$ cat src/rtl/cpu_types_pkg.sv
`default_nettype none
// +--------------------------------------------------------------------------+
// | Package     : cpu_types_pkg                                              |
// | Description : Shared CPU types: word width, RAM state, arbiter FSM state |
// |               and requester owner encoding.                              |
// | Revision    : 1.0 - initial release                                      |
// +--------------------------------------------------------------------------+
package cpu_types_pkg;

    localparam int WORD_W = 32;

    typedef logic [WORD_W-1:0] word_t;

    // State reported by the RAM model on every cycle
    typedef enum logic [1:0] {
        FREE   = 2'd0,
        BUSY   = 2'd1,
        ACCESS = 2'd2,
        ERROR  = 2'd3
    } ramstate_t;

    // Memory arbiter grant state
    typedef enum logic [1:0] {
        IDLE  = 2'd0,
        GNT_I = 2'd1,
        GNT_D = 2'd2
    } arbstate_t;

    // Which requester most recently owned the RAM port
    typedef enum logic {
        OWN_I = 1'b0,
        OWN_D = 1'b1
    } owner_t;

endpackage
`default_nettype wire

$ cat src/rtl/mem_arb_watchdog.sv
`default_nettype none
// +--------------------------------------------------------------------------+
// | Module      : mem_arb_watchdog                                           |
// | Description : Counts granted cycles that have not yet completed; expire  |
// |               is raised combinationally once the count reaches           |
// |               TIMEOUT_CYC-1.                                             |
// | Revision    : 1.0 - initial release                                      |
// +--------------------------------------------------------------------------+
module mem_arb_watchdog #(
    parameter int TIMEOUT_CYC = 64,
    parameter int CNT_W       = $clog2(TIMEOUT_CYC + 1)
) (
    input  logic CLK,
    input  logic RST,
    input  logic clear,
    input  logic run,
    output logic expire
);

    localparam logic [CNT_W-1:0] c_last = CNT_W'(TIMEOUT_CYC - 1);

    logic [CNT_W-1:0] r_cnt_q;
    logic [CNT_W-1:0] w_cnt_d;

    // Next count: clear has priority, otherwise count up while running
    always_comb begin
        w_cnt_d = r_cnt_q;
        if (clear) begin
            w_cnt_d = '0;
        end else if (run) begin
            w_cnt_d = r_cnt_q + 1'b1;
        end
    end

    // Counter register
    always_ff @(posedge CLK or posedge RST) begin
        if (RST) begin
            r_cnt_q <= '0;
        end else begin
            r_cnt_q <= w_cnt_d;
        end
    end

    assign expire = (r_cnt_q == c_last);

endmodule
`default_nettype wire

$ cat src/rtl/mem_arbiter.sv
`default_nettype none
// +--------------------------------------------------------------------------+
// | Module      : mem_arbiter                                                |
// | Description : Arbitrates the shared RAM port between instruction fetch   |
// |               and the load/store unit. Aborts an access on RAM ERROR or  |
// |               watchdog timeout, pulsing merr for the completing cycle.   |
// |               Define MEM_ARB_RR_EN for round-robin arbitration; default  |
// |               is fixed data-over-instruction priority.                   |
// | Revision    : 1.0 - initial release                                      |
// +--------------------------------------------------------------------------+
module mem_arbiter
    import cpu_types_pkg::*;
#(
    parameter int TIMEOUT_CYC = 64,
    parameter int CNT_W       = $clog2(TIMEOUT_CYC + 1)
) (
    input  logic              CLK,
    input  logic              RST,
    input  logic              iREN,
    input  logic [WORD_W-1:0] iaddr,
    output logic [WORD_W-1:0] iload,
    output logic              iwait,
    input  logic              dREN,
    input  logic              dWEN,
    input  logic [WORD_W-1:0] daddr,
    input  logic [WORD_W-1:0] dstore,
    output logic [WORD_W-1:0] dload,
    output logic              dwait,
    output logic              ramREN,
    output logic              ramWEN,
    output logic [WORD_W-1:0] ramaddr,
    output logic [WORD_W-1:0] ramstore,
    input  logic [WORD_W-1:0] ramload,
    input  logic [1:0]        ramstate,
    output logic              merr
);

    arbstate_t r_state_q;
    arbstate_t w_state_d;
    ramstate_t w_ramstate;
    logic      w_dreq;
    logic      w_access;
    logic      w_abort;
    logic      w_expire;
    logic      w_run;

    assign w_ramstate = ramstate_t'(ramstate);
    assign w_dreq     = dREN | dWEN;
    assign w_access   = (w_ramstate == ACCESS);
    // ERROR or timeout ends the access abnormally; a real ACCESS always wins
    assign w_abort    = ~w_access & ((w_ramstate == ERROR) | w_expire);

`ifdef MEM_ARB_RR_EN
    owner_t r_last_q;
    owner_t w_last_d;
    logic   w_done;

    assign w_done = ((r_state_q == GNT_I) & iREN & (w_access | w_abort)) |
                    ((r_state_q == GNT_D) & w_dreq & (w_access | w_abort));

    // Remember the owner of every completed access
    always_comb begin
        w_last_d = r_last_q;
        if (w_done) begin
            w_last_d = (r_state_q == GNT_D) ? OWN_D : OWN_I;
        end
    end

    // Last-owner register
    always_ff @(posedge CLK or posedge RST) begin
        if (RST) begin
            r_last_q <= OWN_I;
        end else begin
            r_last_q <= w_last_d;
        end
    end
`endif

    // Next state, RAM steering and per-requester handshake
    always_comb begin
        w_state_d = r_state_q;
        ramREN    = 1'b0;
        ramWEN    = 1'b0;
        ramaddr   = '0;
        ramstore  = '0;
        iload     = '0;
        dload     = '0;
        iwait     = iREN;
        dwait     = w_dreq;
        merr      = 1'b0;
        w_run     = 1'b0;
        case (r_state_q)
            IDLE: begin
`ifdef MEM_ARB_RR_EN
                // Both pending: grant whichever did not own the last access
                if (w_dreq && !(iREN && (r_last_q == OWN_D))) begin
                    w_state_d = GNT_D;
                end else if (iREN) begin
                    w_state_d = GNT_I;
                end
`else
                if (w_dreq) begin
                    w_state_d = GNT_D;
                end else if (iREN) begin
                    w_state_d = GNT_I;
                end
`endif
            end
            GNT_I: begin
                ramREN  = iREN;
                ramaddr = iaddr;
                iload   = ramload;
                if (!iREN) begin
                    w_state_d = IDLE;
                end else if (w_access || w_abort) begin
                    iwait     = 1'b0;
                    merr      = w_abort;
                    w_state_d = IDLE;
                end else begin
                    w_run = 1'b1;
                end
            end
            GNT_D: begin
                ramWEN   = dWEN;
                ramREN   = dREN & ~dWEN;
                ramaddr  = daddr;
                ramstore = dstore;
                dload    = ramload;
                if (!w_dreq) begin
                    w_state_d = IDLE;
                end else if (w_access || w_abort) begin
                    dwait     = 1'b0;
                    merr      = w_abort;
                    w_state_d = IDLE;
                end else begin
                    w_run = 1'b1;
                end
            end
            default: begin
                w_state_d = IDLE;
            end
        endcase
    end

    // Grant state register
    always_ff @(posedge CLK or posedge RST) begin
        if (RST) begin
            r_state_q <= IDLE;
        end else begin
            r_state_q <= w_state_d;
        end
    end

    // Watchdog runs only on pending granted cycles and is held clear otherwise
    mem_arb_watchdog #(
        .TIMEOUT_CYC (TIMEOUT_CYC),
        .CNT_W       (CNT_W)
    ) u_watchdog (
        .CLK    (CLK),
        .RST    (RST),
        .clear  (~w_run),
        .run    (w_run),
        .expire (w_expire)
    );

endmodule
`default_nettype wire

$ cat config.mk
export PLATFORM = sky130hd
export DESIGN_NAME = mem_arbiter
export DESIGN_NICKNAME = d
export VERILOG_FILES = /design/src/rtl/cpu_types_pkg.sv /design/src/rtl/mem_arb_watchdog.sv /design/src/rtl/mem_arbiter.sv
export SDC_FILE = /design/constraint.sdc
export NUM_CORES = 1
export LEC_CHECK = 0
export ABC_AREA = 1
export ABC_CLOCK_PERIOD_IN_PS = 1400
export BUFFER_PORTS_ARGS = -buffer_cell sky130_fd_sc_hd__buf_2
export CAP_MARGIN = 20
export CELL_PAD_IN_SITES_DETAIL_PLACEMENT = 1
export CELL_PAD_IN_SITES_GLOBAL_PLACEMENT = 2
export CORE_ASPECT_RATIO = 1.5
export CORE_MARGIN = 3
export CORE_UTILIZATION = 10
export CTS_CLUSTER_DIAMETER = 100
export DETAILED_ROUTE_END_ITERATION = 7
export PLACE_DENSITY = 0.85
export SLEW_MARGIN = 20
export SYNTH_ARGS = -nofsm -noshare
export SYNTH_HDL_FRONTEND = slang
export SYNTH_SLANG_ARGS = --single-unit
$ cat constraint.sdc
create_clock -name CLK -period 1.4 [get_ports CLK]
set_input_delay 0.07 -clock CLK [delete_from_list [all_inputs] [get_ports CLK]]
set_output_delay 0.07 -clock CLK [all_outputs]
set_load 0.01 [all_outputs]
==> report_table.html <==
<table>
<tr><th>Metric</th><th>Value</th></tr>
<tr><th colspan="2">Pwr</th></tr>
<tr><td>Total power of the final layout</td><td>8.485 mW</td></tr>
<tr><td>Standby leakage power</td><td>3.410 nW</td></tr>
<tr><td>PD cells</td><td>1619 nW/um^2</td></tr>
<tr><td>Maximum VDD drop</td><td>772.1 uV</td></tr>
<tr><th colspan="2">Setup path</th></tr>
<tr><td>Endpoint arrival time on the critical path</td><td>1.62 ns</td></tr>
<tr><td>Required time of the worst setup path</td><td>1.33 ns</td></tr>
<tr><td>Type of the setup path with the least slack</td><td>flip-flop to output pin</td></tr>
<tr><td>Sort of element at the end of the critical path</td><td>output pin</td></tr>
<tr><td>Critical path fanouts, max</td><td>8</td></tr>
<tr><td>Category of the worst setup path launch point</td><td>flip-flop</td></tr>
<tr><th colspan="2">Clock network</th></tr>
<tr><td>Clock-pin slew on the worst setup and hold paths</td><td>0.04 ns</td></tr>
<tr><td>CTS tree</td><td>yes</td></tr>
<tr><td>Number of buffers created by CTS</td><td>3</td></tr>
<tr><td>CTS Sinks</td><td>9</td></tr>
<tr><td>CTS Buffer Depth</td><td>2</td></tr>
<tr><td>Maximum level of the CTS H-tree</td><td>1</td></tr>
<tr><td>CTS Root Cell</td><td>sky130_fd_sc_hd__clkbuf_16</td></tr>
<tr><td>Insertion delay to the later sink of the worst-skew pair</td><td>0.24 ns</td></tr>
<tr><th colspan="2">Die</th></tr>
<tr><td>Chip width</td><td>117.3 um</td></tr>
<tr><td>Die Ht</td><td>173 um</td></tr>
<tr><td>Initial Utilization</td><td>10.28%</td></tr>
<tr><td>Boundary Pins</td><td>268</td></tr>
<tr><td>Core region area</td><td>18090 sq um</td></tr>
<tr><td>Number of placement rows</td><td>60</td></tr>
<tr><td>Die area</td><td>20300 sq um</td></tr>
<tr><th colspan="2">Routing</th></tr>
<tr><td>Post-route DRC violation count</td><td>0</td></tr>
<tr><td>Count of TritonRoute iterations in the first routing pass</td><td>4</td></tr>
<tr><td>Remaining antenna violation count after routing</td><td>0</td></tr>
<tr><td>First DRT Iteration DRCs</td><td>49</td></tr>
<tr><td>Average via count per standard cell</td><td>3.719</td></tr>
<tr><td>Routed wire length</td><td>14040 um</td></tr>
<tr><td>Overall via count from detail_route</td><td>3570</td></tr>
<tr><td>WL per Instance</td><td>14.63 um</td></tr>
<tr><th colspan="2">Placed design</th></tr>
<tr><td>Worst Setup Slack post-DPL</td><td>-0.1522 ns</td></tr>
<tr><td>Number of input and output port buffers inserted</td><td>267</td></tr>
<tr><td>HPWL after detailed placement</td><td>9644 um</td></tr>
<tr><td>Final weighted congestion in routability-driven placement</td><td>0.8073</td></tr>
<tr><th colspan="2">STA</th></tr>
<tr><td>Least setup slack across all paths after layout</td><td>-0.2938 ns</td></tr>
<tr><td>Highest clock rate</td><td>0.5904 GHz</td></tr>
<tr><td>Count of final setup violators</td><td>142</td></tr>
<tr><td>Unrepaired setup endpoints after global routing</td><td>yes</td></tr>
<tr><td>Layout Skew</td><td>0.001142 ns</td></tr>
<tr><td>Final worst hold slack</td><td>0.2225 ns</td></tr>
<tr><td>Final Hold Fails</td><td>0</td></tr>
<tr><td>Final Max Slew Viols</td><td>0</td></tr>
<tr><td>Worst Max-Slew Pin Slew</td><td>0.3612 ns</td></tr>
<tr><td>Post-layout min period</td><td>1.694 ns</td></tr>
<tr><td>Period Utilization, post-route</td><td>121.0%</td></tr>
<tr><td>Slew HR</td><td>75.89%</td></tr>
<tr><th colspan="2">Cells and area</th></tr>
<tr><td>Layout fillers</td><td>2284</td></tr>
<tr><td>Area growth from synthesis to layout</td><td>181.9%</td></tr>
<tr><td>Number of nets at the end of the flow</td><td>853</td></tr>
<tr><td>Total inserted antenna cells</td><td>0</td></tr>
<tr><td>Share of layout cells above drive strength 1</td><td>68.68%</td></tr>
<tr><th colspan="2">Logic synthesis</th></tr>
<tr><td>Leading cell types by total area after synthesis</td><td>sky130_fd_sc_hd__nand2_1 36%, sky130_fd_sc_hd__inv_1 22%, sky130_fd_sc_hd__dfrtp_1 12%</td></tr>
<tr><td>Per-instance average area after synthesis</td><td>4.707 sq um</td></tr>
<tr><td>Post-synthesis net count</td><td>535</td></tr>
<tr><td>Top_reg_cell synth</td><td>sky130_fd_sc_hd__dfrtp_1</td></tr>
<tr><td>Top-count cell post-synth</td><td>sky130_fd_sc_hd__nand2_1</td></tr>
<tr><td>Fraction of synthesized cell area taken by the top area cell type</td><td>36.14%</td></tr>
<tr><td>Netlist cell types</td><td>23</td></tr>
<tr><td>Top cell type by total area after synthesis</td><td>sky130_fd_sc_hd__nand2_1</td></tr>
<tr><td>Area share of fa/ha/maj cells after synthesis</td><td>3.365%</td></tr>
<tr><td>Netlist area before placement</td><td>1859 sq um</td></tr>
<tr><td>Multiplexer share of the synthesized area</td><td>0%</td></tr>
<tr><td>Register area share after synthesis</td><td>12.11%</td></tr>
<tr><td>Top cell types by occurrence after synthesis</td><td>179 x sky130_fd_sc_hd__nand2_1, 110 x sky130_fd_sc_hd__inv_1, 35 x sky130_fd_sc_hd__a21oi_1, 13 x sky130_fd_sc_hd__buf_2, 13 x sky130_fd_sc_hd__nor2_1</td></tr>
<tr><td>Share of synthesized cell area in and, or, nand and nor gates</td><td>44.21%</td></tr>
<tr><td>Cells after synthesis</td><td>395</td></tr>
<tr><td>Yosys warning count</td><td>0</td></tr>
<tr><td>Fraction of the mapped netlist area in compound gates</td><td>10.90%</td></tr>
<tr><td>Largest family of logic cells by synthesized area</td><td>simple AND/OR/NAND/NOR gates</td></tr>
<tr><td>Post-synthesis share of cell area spent on xor and xnor gates</td><td>0.4711%</td></tr>
<tr><td>Share of synthesized registers carrying an async set or reset</td><td>100.0%</td></tr>
<tr><td>Yosys reg bits</td><td>9</td></tr>
<tr><td>Number of enable-type register cells in the synthesized netlist</td><td>0</td></tr>
<tr><th colspan="2">Global route</th></tr>
<tr><td>Total Routing Usage GR</td><td>11.59%</td></tr>
<tr><td>Number of antenna violations at the first check in global routing</td><td>0</td></tr>
<tr><td>Grt total ovfl</td><td>0</td></tr>
<tr><td>Number of global-route vias before repair</td><td>3556</td></tr>
<tr><td>Pin count of the biggest net entering global routing</td><td>30</td></tr>
<tr><td>Global-route wire length before repair</td><td>19200 um</td></tr>
<tr><th colspan="2">Worst hold path</th></tr>
<tr><td>Type of the most critical hold path</td><td>primary input to flip-flop</td></tr>
<tr><th colspan="2">Outcome</th></tr>
<tr><td>Result of the run</td><td>finished with violations</td></tr>
<tr><td>Violations in the final reports</td><td>negative setup slack</td></tr>
<tr><th colspan="2">Job</th></tr>
<tr><td>Count of max-cap constraint violations</td><td>0</td></tr>
</table>
[path summary, 6_finish.rpt]
path,endpoint,start,slack [ns],cells after the start
max in group asynchronous,r_state_q[1],RST,0.80,3
min in group asynchronous,u_watchdog.r_cnt_q[0],RST,0.34,3
hold reg to reg,u_watchdog.r_cnt_q[0],u_watchdog.r_cnt_q[0],0.59,2
setup / recovery,ramaddr[20],r_state_q[1],-0.29,7
hold / removal,r_state_q[1],dREN,0.22,5
setup reg to reg,r_state_q[0],r_state_q[0],-0.11,11
[state kept, by name (all words and copies together) (netlist names)]
register and flops:
u_watchdog.r_cnt_q 7, r_state_q 2
[metrics by stage]
step / TNS [ns] / instances / utilization, % / cell area [sq um]
2_1_floorplan: 0 / 395 / - / 1859
3_3_place_gp: -0.5619 / 911 / 20.11 / 3638
3_5_place_dp: -1.360 / 911 / 20.11 / 3638
4_1_cts: -25.12 / 932 / 23.61 / 4272
5_1_grt: -37.33 / 960 / 28.97 / 5241
6_report: -27.88 / 960 / 28.97 / 5241
[area by class of cell]
cell class / count / area [sq um] / share of cell area, %
Clock buffer: 3 / 75.07 / 1.432
Clock inverter: 1 / 5.005 / 0.09549
Inverter: 114 / 435.4 / 8.307
Multi-Input combinational cell: 251 / 1624 / 30.99
Sequential cell: 9 / 225.2 / 4.297
Tap cell: 248 / 310.3 / 5.920
Timing Repair Buffer: 334 / 2566 / 48.96
[cell usage in the layout, fill, tap and decap left out, types with 2 or more instances in the layout]
master                        n
sky130_fd_sc_hd__ha_4         4
sky130_fd_sc_hd__nand2_2     42
sky130_fd_sc_hd__nor2_4       2
sky130_fd_sc_hd__buf_8        4
sky130_fd_sc_hd__buf_16       6
sky130_fd_sc_hd__nand3_4      2
sky130_fd_sc_hd__dfrtp_1      9
sky130_fd_sc_hd__buf_4       20
sky130_fd_sc_hd__a21oi_1     15
sky130_fd_sc_hd__nand2_4     34
sky130_fd_sc_hd__nor3_2       2
sky130_fd_sc_hd__nor2_1      10
sky130_fd_sc_hd__buf_2      226
sky130_fd_sc_hd__clkinv_1     2
sky130_fd_sc_hd__inv_2       42
sky130_fd_sc_hd__o211ai_1     2
sky130_fd_sc_hd__clkbuf_16    8
sky130_fd_sc_hd__buf_12      13
sky130_fd_sc_hd__nand2_1    106
sky130_fd_sc_hd__a21oi_4      3
sky130_fd_sc_hd__nand3_1      4
sky130_fd_sc_hd__inv_1       69
sky130_fd_sc_hd__nor2_2       3
sky130_fd_sc_hd__buf_6       59
sky130_fd_sc_hd__a21oi_2     17
[critical path, cell delays in order (launching register included)]
cell and delay (ns):
sky130_fd_sc_hd__dfrtp_1 0.40, sky130_fd_sc_hd__inv_2 0.11, sky130_fd_sc_hd__ha_4 0.25, sky130_fd_sc_hd__buf_6 0.13
sky130_fd_sc_hd__clkbuf_16 0.15, sky130_fd_sc_hd__nand2_1 0.06, sky130_fd_sc_hd__a21oi_1 0.14, sky130_fd_sc_hd__buf_2 0.15
[power breakdown]
part           total [mW]  internal (mW)  switching (mW)
registers           0.328          0.293          0.0346
logic                7.65           3.76            3.89
clock network       0.507          0.377           0.131
[what timing repair did]
| action | 4_1_cts | 5_1_grt |
|---|---|---|
| cloned | 6 | 6 |
| pin swaps | 9 | 25 |
| hold endpoints to repair | 9 | 0 |
| setup buffers | 12 | 23 |
| gates resized for setup | 79 | 188 |
| hold buffers | 1 | 0 |
| setup endpoints to repair | 140 | 142 |
[cell families after synthesis]
group	after synthesis
and+or+nand+nor	206
buffers and inverters	135
AOI/OAI and AO/OA	39
DFF	9
adders and majority gates	5
xor gates and xnor gates	1
[metal layers]
metal	up-vias	share of wire, %	track usage, %
li1	1748	-	-
met1	1635	36	11.80
met2	165	56	23.84
met3	22	6.3	2.291
met4	0	2.6	2.495
met5	-	0	0
Note: power is estimated with default switching activity, not from simulation.
